$ cat src/rtl/fpu_norm_pipe.sv
// fpu_norm_pipe: two-stage normaliser for FPU ALU results (carry shift, leading-zero shift,
// overflow/underflow/zero flags) with a valid/ready handshake on both sides.
module fpu_norm_pipe #(
    parameter int EXP_W     = 8,
    parameter int MANT_W    = 28,
    parameter int DENORM_EN = 0,
    parameter int TAG_W     = 4
) (
    input  logic              i_clk,
    input  logic              i_rst_n,
    input  logic              i_valid,
    output logic              o_ready,
    input  logic [EXP_W-1:0]  i_exp,
    input  logic [MANT_W-1:0] i_mant,
    input  logic              i_carry,
    input  logic [TAG_W-1:0]  i_tag,
    output logic              o_valid,
    input  logic              i_ready,
    output logic [EXP_W-1:0]  o_exp,
    output logic [MANT_W-1:0] o_mant,
    output logic [TAG_W-1:0]  o_tag,
    output logic              o_overflow,
    output logic              o_underflow,
    output logic              o_zero
);
    localparam int LZ_W = $clog2(MANT_W);

    logic              r_v1, r_c1, r_v2, r_ovf2, r_unf2, r_zero2;
    logic [EXP_W-1:0]  r_exp1, r_exp2;
    logic [MANT_W-1:0] r_mant1, r_mant2;
    logic [TAG_W-1:0]  r_tag1, r_tag2;
    logic [LZ_W-1:0]   r_lz1, w_lz;
    logic              w_en1, w_en2, w_zero, w_ovf, w_unf;
    logic [EXP_W-1:0]  w_inc, w_sh, w_exp;
    logic [MANT_W-1:0] w_mant;

    assign w_en2   = ~r_v2 | i_ready;
    assign w_en1   = ~r_v1 | w_en2;
    assign o_ready = w_en1;
    assign o_valid = r_v2;

    // Ascending scan: the highest set bit is the last to write, so it sets the count.
    always_comb begin
        w_lz = LZ_W'(MANT_W - 1);
        for (int i = 0; i < MANT_W; i++)
            if (i_mant[i]) w_lz = LZ_W'(MANT_W - 1 - i);
    end

    always_ff @(posedge i_clk or negedge i_rst_n) begin
        if (!i_rst_n) begin
            r_v1    <= 1'b0;
            r_c1    <= 1'b0;
            r_exp1  <= '0;
            r_mant1 <= '0;
            r_tag1  <= '0;
            r_lz1   <= '0;
        end else if (w_en1) begin
            r_v1 <= i_valid;
            if (i_valid) begin
                r_c1    <= i_carry;
                r_exp1  <= i_exp;
                r_mant1 <= i_mant;
                r_tag1  <= i_tag;
                r_lz1   <= w_lz;
            end
        end
    end

    always_comb begin
        w_inc  = r_exp1 + EXP_W'(1);
        w_zero = ~r_c1 & ~|r_mant1;
        w_ovf  = r_c1 & (&w_inc);
        w_unf  = ~r_c1 & ~w_zero & (32'(r_lz1) >= 32'(r_exp1));
        w_sh   = (r_exp1 == '0) ? '0 : r_exp1 - EXP_W'(1);
        w_exp  = r_c1 ? w_inc : (w_zero | w_unf) ? '0 : r_exp1 - EXP_W'(r_lz1);
        w_mant = (w_ovf | w_zero) ? '0 :
                 r_c1  ? {1'b1, r_mant1[MANT_W-1:2], |r_mant1[1:0]} :
                 w_unf ? ((DENORM_EN != 0) ? r_mant1 << w_sh : '0) :
                         r_mant1 << r_lz1;
    end

    always_ff @(posedge i_clk or negedge i_rst_n) begin
        if (!i_rst_n) begin
            r_v2    <= 1'b0;
            r_exp2  <= '0;
            r_mant2 <= '0;
            r_tag2  <= '0;
            r_ovf2  <= 1'b0;
            r_unf2  <= 1'b0;
            r_zero2 <= 1'b0;
        end else if (w_en2) begin
            r_v2 <= r_v1;
            if (r_v1) begin
                r_exp2  <= w_exp;
                r_mant2 <= w_mant;
                r_tag2  <= r_tag1;
                r_ovf2  <= w_ovf;
                r_unf2  <= w_unf;
                r_zero2 <= w_zero;
            end
        end
    end

    assign o_exp       = r_exp2;
    assign o_mant      = r_mant2;
    assign o_tag       = r_tag2;
    assign o_overflow  = r_ovf2;
    assign o_underflow = r_unf2;
    assign o_zero      = r_zero2;
endmodule

$ cat config.mk
export PLATFORM = sky130hd
export DESIGN_NAME = fpu_norm_pipe
export DESIGN_NICKNAME = d
export VERILOG_FILES = /design/src/rtl/fpu_norm_pipe.sv
export SDC_FILE = /design/constraint.sdc
export NUM_CORES = 1
export LEC_CHECK = 0
export CAP_MARGIN = 20
export CORE_MARGIN = 4
export CORE_UTILIZATION = 40
export DETAILED_ROUTE_END_ITERATION = 10
export DONT_BUFFER_PORTS = 1
export SLEW_MARGIN = 5
export SYNTH_ARGS = -nofsm -noshare
export SYNTH_HDL_FRONTEND = slang
export SYNTH_SLANG_ARGS = --single-unit
$ cat constraint.sdc
create_clock -name i_clk -period 4.9 [get_ports i_clk]
set_clock_uncertainty 0.2 [all_clocks]
set_input_delay 1.225 -clock i_clk [delete_from_list [all_inputs] [get_ports i_clk]]
set_output_delay 1.225 -clock i_clk [all_outputs]
set_load 0.01 [all_outputs]
==> reports/qor.log, run 1 <==
qor: status.run_status finished, final reports clean
qor: sta.timing.final.setup_violations 0
qor: detailed_routing.avgViaCountPerCell 6.54
qor: synth.post_synth_most_frequent_cells dfrtp_1 (91), nand2_1 (84), mux2_2 (47), o21ai_0 (35), nor2_1 (29)
qor: cts.number_of_buffers_on_the_longest_clock_path 2
qor: cts.tritoncts yes
qor: synth.yosysWarnings 0
qor: hold_path.min_path_cells 2
qor: power_and_ir_drop.reported_leakage_power 2.54 nW
qor: synth.synth_fp_nets 665
qor: floorplanning.chipWidth 131 um
qor: setup_path.cp.required 4.99 ns
qor: sta.finalSetupTns 0 ns
qor: power_and_ir_drop.vdd_ir_drop_max 195 uV
qor: global_routing.grt_overflow 0
qor: hold_path.hp-class reg -> reg
qor: finish.layoutNonFillerInstCount 778
qor: power_and_ir_drop.combPwrFrac 28.5%
qor: sta.final_min_period_over_clock_period 73.5%
qor: place.placed_cells 762
qor: floorplanning.dieArea 17,200 sq um
qor: detailed_routing.detail-route-antenna-nets 0
qor: synth.synth_compound_area_share 17.6%
qor: place.place_congestion 0.889
qor: synth.synth_flop_cell dfrtp_1
qor: setup_path.timing.reg2reg.worst_path_depth 8
qor: floorplanning.initial_core_util 41.2%
qor: cts.post-cts-setup-buffer-count 0
qor: finish.num_antenna_cells 0
qor: power_and_ir_drop.switchingPower 973 uW
qor: global_routing.grt_pass1_vias 5,003
qor: global_routing.grt_pass1_wl 29,900 um
qor: sta.tightestPinTransition 1.04 ns
qor: sta.max_slew_margin 30.4%
qor: setup_path.critical_path.endpoint_type flop
qor: synth.mappedNetlistArea 6050 sq um
qor: synth.synth_async_sr_flop_share 100%
qor: detailed_routing.drc 0
qor: floorplanning.core_region_area 14,700 sq um
qor: detailed_routing.route.vias.total 5,090
qor: synth.leading_cell_types_by_total_area_after_synthesis dfrtp_1 (38%), mux4_2 (10%), mux2_2 (8.7%)
qor: cts.count_of_hold_fix_buffers_inserted_at_cts 0
qor: place.dp_hpwl 14,100 um
qor: power_and_ir_drop.seqPwrFrac 44.4%
qor: setup_path.setup.worst_path.start_class flop
qor: cts.post_cts_resize_count 0
qor: finish.nNetsFinal 642
qor: synth.synthAdderAreaFrac 1.78%
qor: cts.clkSlewWorstSetupHoldPaths 0.07 ns
qor: power_and_ir_drop.swShare 36.9%
qor: setup_path.cp_slowest_stage_delay 0.79 ns
qor: detailed_routing.drt_pre_antenna_iters 5
qor: sta.hold-worst-slack 0.273 ns
qor: finish.drive_gt1_share 17.8%
qor: detailed_routing.wl_cell 25.1 um
qor: power_and_ir_drop.cell_internal_pwr 1.66 mW
qor: finish.filler_cell_count 1,426
qor: synth.yosysUniqueCellTypes 65
qor: finish.total_area_of_multi_input_combinational_cells 3520 sq um
qor: global_routing.number_of_antenna_violations_at_the_first_check_in_global_routing 0
qor: synth.synth.most_common_cell dfrtp_1
qor: sta.fmax 278 MHz
qor: sta.setup_repair_after_global_routing_missed_its_margin false
qor: cts.htree_levels 3
qor: finish.seq_area 2280 sq um
qor: cts.worstSkewPairLatency 0.35 ns
qor: setup_path.critPathMostFrequentCell o21a_1
qor: synth.synth-simple-area-share 15.6%
qor: floorplanning.die_height 131 um
qor: setup_path.category_of_the_critical_setup_timing_path reg -> reg
qor: floorplanning.io-pin-count 90
qor: floorplanning.row_count 44
qor: finish.area_delta_synth_final 6.78%
qor: global_routing.grt_max_degree 92
qor: synth.post_synth_edffs 0
qor: power_and_ir_drop.clkPwrFrac 27.1%
qor: synth.post_synth_xor_area_fraction 1.14%
qor: setup_path.worstPathArrival 3.69 ns
qor: synth.postSynthRegisterBits 91
qor: sta.timing.final.hold_violations 0
qor: synth.synth.area.mux_share 21.9%
qor: synth.combinational_family_with_the_most_area_after_synthesis multiplexers
qor: synth.cell_taking_the_most_area_after_synthesis dfrtp_1
qor: sta.timing.final.max_slew_violations 0
qor: place.io_buffer_count 0
qor: sta.timing.final.crit_period 3.60 ns
qor: global_routing.grt_util_all_layers 23.1%
qor: synth.ys_seq_area_share 37.6%
qor: setup_path.crit_path_max_fanout 16
qor: cts.cts_num_sinks 91
qor: synth.syn-mean-instance-area 9.89 sq um
qor: setup_path.crit_path_cell_trace clkinv_1 > ha_1 > o21a_1 > a21oi_1 > o21a_1 > or3_1 > a2111oi_0 > a221o_1
qor: job.drv_cap 0
qor: synth.syn_inst 612
qor: detailed_routing.drt-initial-drc-count 532
qor: cts.clk_root_buffer_cell clkbuf_16
qor: setup_path.worst_path_max_delay_cell dfrtp_1
qor: synth.post-synth-top-area-fraction 37.6%
qor: power_and_ir_drop.power.density_cell_area 408 nW/um^2
qor: detailed_routing.wirelength 19,500 um
qor: cts.cts_inserted_buffers 9
layout make-up:
class,instances,share of cell area (%)
inverter,18,1.05
timing repair buffer,9,1.05
multi-input combinational,460,54.4
sequential,91,35.2
clock inverter,7,1.18
clock buffer,9,3.48
tap,184,3.56
state kept, by name, summed over array words and instances, names as in the netlist, 4 cells and up:
name     flops
r_tag1       4
o_mant      28
o_tag        4
o_exp        8
r_lz1        5
r_mant1     28
r_exp1       8
power by group through the flow:
stage | Sequential (mW) | Clock (mW) | Combinational, mW
after global routing | 1.19 | 0.762 | 0.817
after global placement | 1.18 | 0 | 0.738
final | 1.17 | 0.714 | 0.750
after detailed placement | 1.18 | 0 | 0.737
after CTS | 1.17 | 0.734 | 0.742
after floorplan | 1.07 | 0 | 0.605
cells in the final DEF (no fill, tap or decap), types with 5 or more instances in the layout:
cell type	count
buf_4	9
a211oi_1	5
a2bb2oi_1	6
inv_1	14
o21ai_1	5
nand3_1	11
o211ai_1	5
nand2b_1	5
a221o_1	13
a21oi_1	23
o31ai_1	5
and2_1	7
nand2_1	83
mux2i_1	19
nor3_1	15
o21ai_0	35
a22oi_1	13
mux2_2	47
nor4_1	19
clkbuf_16	9
o21a_1	7
nor2_1	29
ha_1	7
nor2b_1	7
mux4_2	27
dfrtp_1	90
worst max-delay path: cells and delay by family (launching register included):
family / cells / cell delay, ns
buffers and inverters: 1 / 0.25
AO/OA/AOI/OAI: 5 / 1.21
AND/OR/NAND/NOR: 1 / 0.64
adder cells (fa/ha/maj): 1 / 0.42
flip-flops: 1 / 0.79
path summary, 6_finish.rpt:
kind / start / endpoint / slack, ns
worst max-delay path: r_lz1[4]$_DFFE_PN0P_ / o_mant[12]$_DFFE_PN0P_ / 1.30
worst min-delay path: r_tag1[3]$_DFFE_PN0P_ / o_tag[3]$_DFFE_PN0P_ / 0.27
worst max register to register: r_lz1[4]$_DFFE_PN0P_ / o_mant[12]$_DFFE_PN0P_ / 1.30
worst min register to register: r_tag1[3]$_DFFE_PN0P_ / o_tag[3]$_DFFE_PN0P_ / 0.27
max in group asynchronous: i_rst_n / o_mant[9]$_DFFE_PN0P_ / 4.02
min in group asynchronous: i_rst_n / r_exp1[0]$_DFFE_PN0P_ / 0.37
kinds of logic after synthesis:
logic type                 Yosys count
and+or+nand+nor                    199
AOI/OAI and AO/OA                  153
muxes                               93
DFF                                 91
buffers and inverters               61
adders and majority gates            8
xor gates and xnor gates             7
per-stage QoR:
stage               power, mW  instance area [sq um]  utilization, %  worst slack [ns]
finish                   2.64                   6460            44.0              1.30
global route             2.77                   6460            44.0              1.19
CTS                      2.64                   6460            44.0              1.43
detailed placement       1.92                   6160            41.9              1.45
global placement         1.92                   6160            41.9              1.49
floorplan                1.68                   6050               -              1.54
metal layers:
layer  share of wire (%)  wire length (um)  GRT usage [%]  up-vias
li1                    -                 -              -     2281
met1                  44              8670           33.9     2503
met2                  44              8550           33.9      276
met3                 9.8              1910           5.24       30
met4                 1.9               376           7.38        0
met5                   0                 0              0        -
Note: power is estimated with default switching activity, not from simulation.
==> run 2: changes to the inputs <==
==> constraint.sdc (replaced) <==
create_clock -name i_clk -period 3.5 [get_ports i_clk]
set_clock_uncertainty 0.2 [all_clocks]
set_input_delay 0.875 -clock i_clk [delete_from_list [all_inputs] [get_ports i_clk]]
set_output_delay 0.875 -clock i_clk [all_outputs]
set_load 0.01 [all_outputs]
==> reports/qor.log, run 2 (synthesis gave the netlist of run 1 again) <==
qor: status.run_status finished, final reports clean
qor: cts.clk_root_buffer_cell clkbuf_16
qor: floorplanning.dieArea 17,200 sq um [unchanged]
qor: floorplanning.initial_core_util 41.2% [unchanged]
qor: power_and_ir_drop.vdd_ir_drop_max 255 uV [+31%]
qor: setup_path.critPathMostFrequentCell inv_1
qor: cts.number_of_buffers_on_the_longest_clock_path 2 [unchanged]
qor: place.dp_hpwl 14,100 um [+0.14%]
qor: sta.max_slew_margin 56.4% [+26 points]
qor: global_routing.grt_pass1_wl 29,900 um [about the same]
qor: global_routing.number_of_antenna_violations_at_the_first_check_in_global_routing 1 [+1]
qor: setup_path.worstPathArrival 3.29 ns [-0.40 ns]
qor: place.io_buffer_count 0 [unchanged]
qor: detailed_routing.drt_pre_antenna_iters 5 [unchanged]
qor: finish.drive_gt1_share 19.1% [+1.3 points]
qor: floorplanning.chipWidth 131 um [unchanged]
qor: sta.timing.final.setup_violations 0 [unchanged]
qor: sta.finalSetupTns 0 ns [unchanged]
qor: setup_path.cp_slowest_stage_delay 0.54 ns [-0.25 ns]
qor: sta.timing.final.max_slew_violations 0 [unchanged]
qor: finish.mostFrequentLayoutCell dfrtp_1
qor: floorplanning.io-pin-count 90 [unchanged]
qor: power_and_ir_drop.reported_leakage_power 2.61 nW [+2.5%]
qor: cts.worstSkewPairLatency 0.35 ns [about the same]
qor: setup_path.reg2reg_setup_slack 0.24 ns [-1.06 ns]
qor: cts.tritoncts yes
qor: detailed_routing.wl_cell 24.3 um [-3.2%]
qor: detailed_routing.route.vias.total 5,137 [+0.92%]
qor: place.place_congestion 0.941 [+5.8%]
qor: finish.area_delta_synth_final 8.70%
qor: job.drv_cap 0 [unchanged]
qor: sta.tightestPinTransition 0.654 ns [-0.386 ns]
qor: finish.num_antenna_cells 0 [unchanged]
qor: cts.cts_inserted_buffers 9 [unchanged]
qor: sta.final_min_period_over_clock_period 93.2% [+20 points]
qor: global_routing.grt_pass1_vias 5,190 [+3.7%]
qor: finish.nNetsFinal 654 [+1.9%]
qor: cts.cts_num_sinks 91 [unchanged]
qor: setup_path.category_of_the_critical_setup_timing_path reg -> reg
qor: global_routing.grt_overflow 0 [unchanged]
qor: detailed_routing.drc 0 [unchanged]
qor: setup_path.crit_path_cell_trace inv_1 > ha_1 > inv_1 > fa_1 > a211o_1 > a21oi_1 > o21a_1 > or3_1 > a2111oi_0 > a221o_1
qor: detailed_routing.drt-initial-drc-count 505 [-5.1%]
qor: cts.clkSlewWorstSetupHoldPaths 0.07 ns [about the same]
qor: setup_path.crit_path_max_fanout 16 [unchanged]
qor: setup_path.cp_top_family compound AO/OA/AOI/OAI gates
qor: detailed_routing.avgViaCountPerCell 6.50 [-0.61%]
qor: setup_path.worstPathBufferInverterCount 2 [+1]
qor: global_routing.grt_util_all_layers 22.9% [-0.19 points]
qor: cts.post-cts-setup-buffer-count 0 [unchanged]
qor: floorplanning.row_count 44 [unchanged]
qor: sta.timing.final.hold_violations 0 [unchanged]
qor: finish.finish.instance_area 6580 sq um [+1.8%]
qor: place.placedInstanceArea 6250 sq um [+1.4%]
qor: hold_path.hp-class in -> async
qor: setup_path.worst_path_max_delay_cell or3_1
qor: setup_path.critical_path.endpoint_type flop
qor: floorplanning.core_region_area 14,700 sq um [unchanged]
qor: floorplanning.die_height 131 um [unchanged]
qor: power_and_ir_drop.power.density_cell_area 566 nW/um^2 [+39%]
qor: detailed_routing.wirelength 19,200 um [-1.7%]
qor: place.placed_cells 772 [+1.3%]
qor: detailed_routing.detail-route-antenna-nets 0 [unchanged]
qor: sta.setup_repair_after_global_routing_missed_its_margin false
qor: finish.layoutNonFillerInstCount 790 [+1.5%]
qor: setup_path.cp.required 3.53 ns [-1.46 ns]
qor: cts.htree_levels 3 [unchanged]
qor: setup_path.setup.worst_path.start_class flop
qor: sta.timing.final.crit_period 3.26 ns [-0.337 ns]
qor: global_routing.grt_max_degree 92 [unchanged]
qor: finish.layout_common_cells dfrtp_1 (90), nand2_1 (83), mux2_2 (47), o21ai_0 (35), nor2_1 (29)
qor: sta.fmax 307 MHz [+10%]
-- run 2: cell count changes in the layout (fill, tap and decap cells not counted) --
cell / change
clkinv_2: -1
buf_12: +1
dlygate4sd3_1: +2
clkbuf_8: +1
buf_4: +9
-- run 2: final timing paths --
check | startpoint | endpoint | cells past startpoint
min in group i_clk | r_tag1[0]$_DFFE_PN0P_ | o_tag[0]$_DFFE_PN0P_ | 2
min | i_rst_n | o_mant[24]$_DFFE_PN0P_ | 0
max reg2reg | r_exp1[0]$_DFFE_PN0P_ | o_mant[15]$_DFFE_PN0P_ | 10
min reg2reg | r_tag1[0]$_DFFE_PN0P_ | o_tag[0]$_DFFE_PN0P_ | 2
max | r_exp1[0]$_DFFE_PN0P_ | o_mant[15]$_DFFE_PN0P_ | 10
max in group asynchronous | i_rst_n | o_tag[0]$_DFFE_PN0P_ | 1
-- run 2: layout make-up --
cell class / instances / area (sq um)
Clock buffer: 10 / 239
Multi-Input combinational cell: 460 / 3520
Fill cell: 1354 / 8120
Sequential cell: 91 / 2280
Inverter: 18 / 67.6
Tap cell: 184 / 230
Clock inverter: 6 / 71.3
Timing Repair Buffer: 21 / 175
-- run 2: through the flow --
step                      total power, mW  utilization, %  hold WS (ns)  worst slack [ns]
after floorplan                      2.35               -         0.233             0.140
after CTS                            3.74            44.6      0.000229             0.265
after global placement               2.69            42.5         0.246             0.375
final                                3.73            44.8        0.0220             0.237
after global routing                 3.92            44.8       0.00518           0.00532
after detailed placement             2.71            42.5         0.255             0.272
-- run 2: worst reg2reg max path: cells and delay by family (launching register included) --
| family | cells | cell delay [ns] |
|---|---|---|
| AOI/OAI and AO/OA | 5 | 1.21 |
| DFF | 1 | 0.45 |
| adders and majority gates | 2 | 0.58 |
| buffers and inverters | 2 | 0.17 |
| and+or+nand+nor | 1 | 0.54 |
-- run 2: metal layers --
metal	global-route usage, %	vias up	part of all wire (%)
met4	9.13	2	2.8
met5	0	-	0.063
met2	33.1	261	43
met1	32.9	2529	45
met3	5.85	41	9.0
li1	-	2304	-
-- run 2: what timing repair did --
| item | in CTS | in global routing |
|---|---|---|
| hold endpoints to repair | 0 | 4 |
| hold buffers | 0 | 2 |
| gates resized for setup | 0 | 0 |
-- run 2: power breakdown --
part / switching, mW / internal [mW]
combinational: 0.560 / 0.525
clock: 0.434 / 0.579
sequential: 0.365 / 1.26
==> run 3: changes to the inputs <==
--- a/config.mk
+++ b/config.mk
@@ -10,6 +10,8 @@
 export CORE_UTILIZATION = 40
 export DETAILED_ROUTE_END_ITERATION = 10
 export DONT_BUFFER_PORTS = 1
+export GPL_TIMING_DRIVEN = 0
+export PLACE_DENSITY_LB_ADDON = 0.05
 export SLEW_MARGIN = 5
 export SYNTH_ARGS = -nofsm -noshare
 export SYNTH_HDL_FRONTEND = slang
==> reports/qor.log, run 3 (synthesis gave the netlist of run 1 again) <==
qor: floorplanning.chipWidth 131 um [unchanged]
qor: detailed_routing.drt_pre_antenna_iters 5 [unchanged]
qor: setup_path.crit_path_cell_trace clkinvlp_4 > buf_2 > ha_1 > a211o_1 > a21oi_2 > o21a_1 > or3_4 > buf_4 > o311a_1 > nor2_1
qor: finish.layout_common_cells dfrtp_1 (90), nand2_1 (84), mux2_2 (47), o21ai_0 (35), nor2_1 (29)
qor: sta.max_slew_margin 46.8% [-9.5 points]
qor: floorplanning.dieArea 17,200 sq um [unchanged]
qor: sta.timing.final.hold_violations 0 [unchanged]
qor: detailed_routing.wirelength 21,600 um [+13%]
qor: setup_path.cp.required 3.59 ns [+0.06 ns]
qor: floorplanning.io-pin-count 90 [unchanged]
qor: sta.timing.final.crit_period 3.36 ns [+0.102 ns]
qor: power_and_ir_drop.power.density_cell_area 561 nW/um^2 [-0.88%]
qor: floorplanning.die_height 131 um [unchanged]
qor: setup_path.cp_top_family compound AO/OA/AOI/OAI gates
qor: global_routing.grt_util_all_layers 26.3% [+3.4 points]
qor: global_routing.grt_pass1_vias 5,261 [+1.4%]
qor: status.run_status finished, final reports clean
qor: floorplanning.row_count 44 [unchanged]
qor: sta.finalSetupTns 0 ns [unchanged]
qor: sta.timing.final.setup_violations 0 [unchanged]
qor: hold_path.hp-class in -> async
qor: finish.filler_cell_count 1,452 [+7.2%]
qor: setup_path.category_of_the_critical_setup_timing_path reg -> reg
qor: global_routing.grt_overflow 0 [unchanged]
qor: global_routing.grt_max_degree 48 [-48%]
qor: power_and_ir_drop.reported_leakage_power 2.61 nW [+0.12%]
qor: finish.area_delta_synth_final 9.59%
qor: finish.mostFrequentLayoutCell dfrtp_1
qor: detailed_routing.drc 0 [unchanged]
qor: cts.clkSlewWorstSetupHoldPaths 0.07 ns [about the same]
qor: global_routing.grt_pass1_wl 33,300 um [+11%]
qor: cts.clk_root_buffer_cell clkbuf_16
qor: cts.htree_levels 3 [unchanged]
qor: finish.drive_gt1_share 18.8% [-0.32 points]
qor: sta.timing.final.max_slew_violations 0 [unchanged]
qor: cts.tritoncts yes
qor: setup_path.worst_path_max_delay_cell dfrtp_2
qor: detailed_routing.detail-route-antenna-nets 0 [unchanged]
qor: sta.tightestPinTransition 0.787 ns [+0.133 ns]
qor: detailed_routing.drt-initial-drc-count 602 [+19%]
qor: detailed_routing.avgViaCountPerCell 6.49 [-0.22%]
qor: cts.number_of_buffers_on_the_longest_clock_path 2 [unchanged]
qor: detailed_routing.route.vias.total 5,262 [+2.4%]
qor: setup_path.worstPathArrival 3.46 ns [+0.17 ns]
qor: job.drv_cap 0 [unchanged]
qor: setup_path.critical_path.endpoint_type flop
qor: sta.final_min_period_over_clock_period 96.1% [+2.9 points]
qor: place.io_buffer_count 0 [unchanged]
qor: setup_path.setup.worst_path.start_class flop
qor: global_routing.number_of_antenna_violations_at_the_first_check_in_global_routing 0 [-1]
qor: finish.nNetsFinal 675 [+3.2%]
qor: power_and_ir_drop.total_power 3.72 mW [about the same]
qor: sta.setup_repair_after_global_routing_missed_its_margin false
qor: setup_path.worstPathBufferInverterCount 3 [+1]
qor: setup_path.crit_path_max_fanout 11 [-5]
qor: cts.cts_inserted_buffers 9 [unchanged]
qor: finish.num_antenna_cells 0 [unchanged]
qor: place.place_congestion 0.967 [+2.8%]
qor: place.dp_hpwl 16,600 um [+18%]
qor: detailed_routing.wl_cell 26.6 um [+9.7%]
qor: setup_path.cp_slowest_stage_delay 0.52 ns [-0.02 ns]
qor: cts.worstSkewPairLatency 0.36 ns [about the same]
qor: sta.fmax 297 MHz [-3.0%]
qor: floorplanning.core_region_area 14,700 sq um [unchanged]
qor: power_and_ir_drop.vdd_ir_drop_max 283 uV [+11%]
qor: cts.cts_num_sinks 91 [unchanged]
qor: floorplanning.initial_core_util 41.2% [unchanged]
run 3: cell count changes in the layout (fill, tap and decap cells not counted), moves of 2 or more:
cell,delta
buf_6,+3
clkinvlp_4,+2
dlygate4sd3_1,-2
a2111oi_0,-3
clkinv_1,-2
a2111oi_1,+3
clkbuf_1,+22
buf_4,-12
inv_8,+2
buf_2,+7
buf_1,+2
run 3: area by class of cell:
class,count,area [sq um],share of cell area (%)
inverter,18,75.1,1.13
clock buffer,9,225,3.39
sequential,91,2280,34.3
buffer,37,179,2.70
timing repair buffer,5,57.6,0.868
tap,184,230,3.47
clock inverter,7,60.1,0.905
multi-input combinational,460,3530,53.2
run 3: per-stage QoR:
| step | instances | util (%) | hold WS [ns] | cell area (sq um) | setup WS [ns] |
|---|---|---|---|---|---|
| after global routing | 811 | 45.1 | 0.00418 | 6630 | 0.0240 |
| after global placement | 796 | 42.7 | 0.239 | 6280 | -0.898 |
| after floorplan | 612 | - | 0.233 | 6050 | 0.140 |
| after CTS | 809 | 44.9 | 0.00244 | 6610 | 0.00319 |
| final | 811 | 45.1 | 0.0186 | 6630 | 0.135 |
| after detailed placement | 796 | 42.7 | 0.260 | 6280 | -0.862 |
run 3: timing repair:
item                                    CTS  global route
endpoints found under the hold margin    45             0
buffers inserted                          0             4
endpoints found under the setup margin   36            24
hold buffers                              1             0
gates resized for setup                  10             6
run 3: path summary, 6_finish.rpt:
check	start	end	slack, ns	cells past startpoint
worst max-delay path	r_lz1[2]$_DFFE_PN0P_	o_exp[3]$_DFFE_PN0P_	0.14	10
worst min-delay path	i_rst_n	o_mant[5]$_DFFE_PN0P_	0.02	0
worst max register to register	r_lz1[2]$_DFFE_PN0P_	o_exp[3]$_DFFE_PN0P_	0.14	10
worst min register to register	r_tag1[3]$_DFFE_PN0P_	o_tag[3]$_DFFE_PN0P_	0.27	2
max in group asynchronous	i_rst_n	o_mant[16]$_DFFE_PN0P_	2.74	1
min in group i_clk	r_tag1[3]$_DFFE_PN0P_	o_tag[3]$_DFFE_PN0P_	0.27	2
run 3: routing by layer:
layer	GRT usage [%]	up-vias	routed length, um
met5	0	-	0
met4	8.47	0	453
li1	-	2352	-
met3	5.20	35	1680
met1	38.3	2643	9830
met2	39.2	232	9630
run 3: power breakdown:
| part | leakage [nW] | switching, mW | internal [mW] |
|---|---|---|---|
| Clock | 0.136 | 0.467 | 0.494 |
| Sequential | 1.10 | 0.358 | 1.26 |
| Combinational | 1.37 | 0.613 | 0.530 |
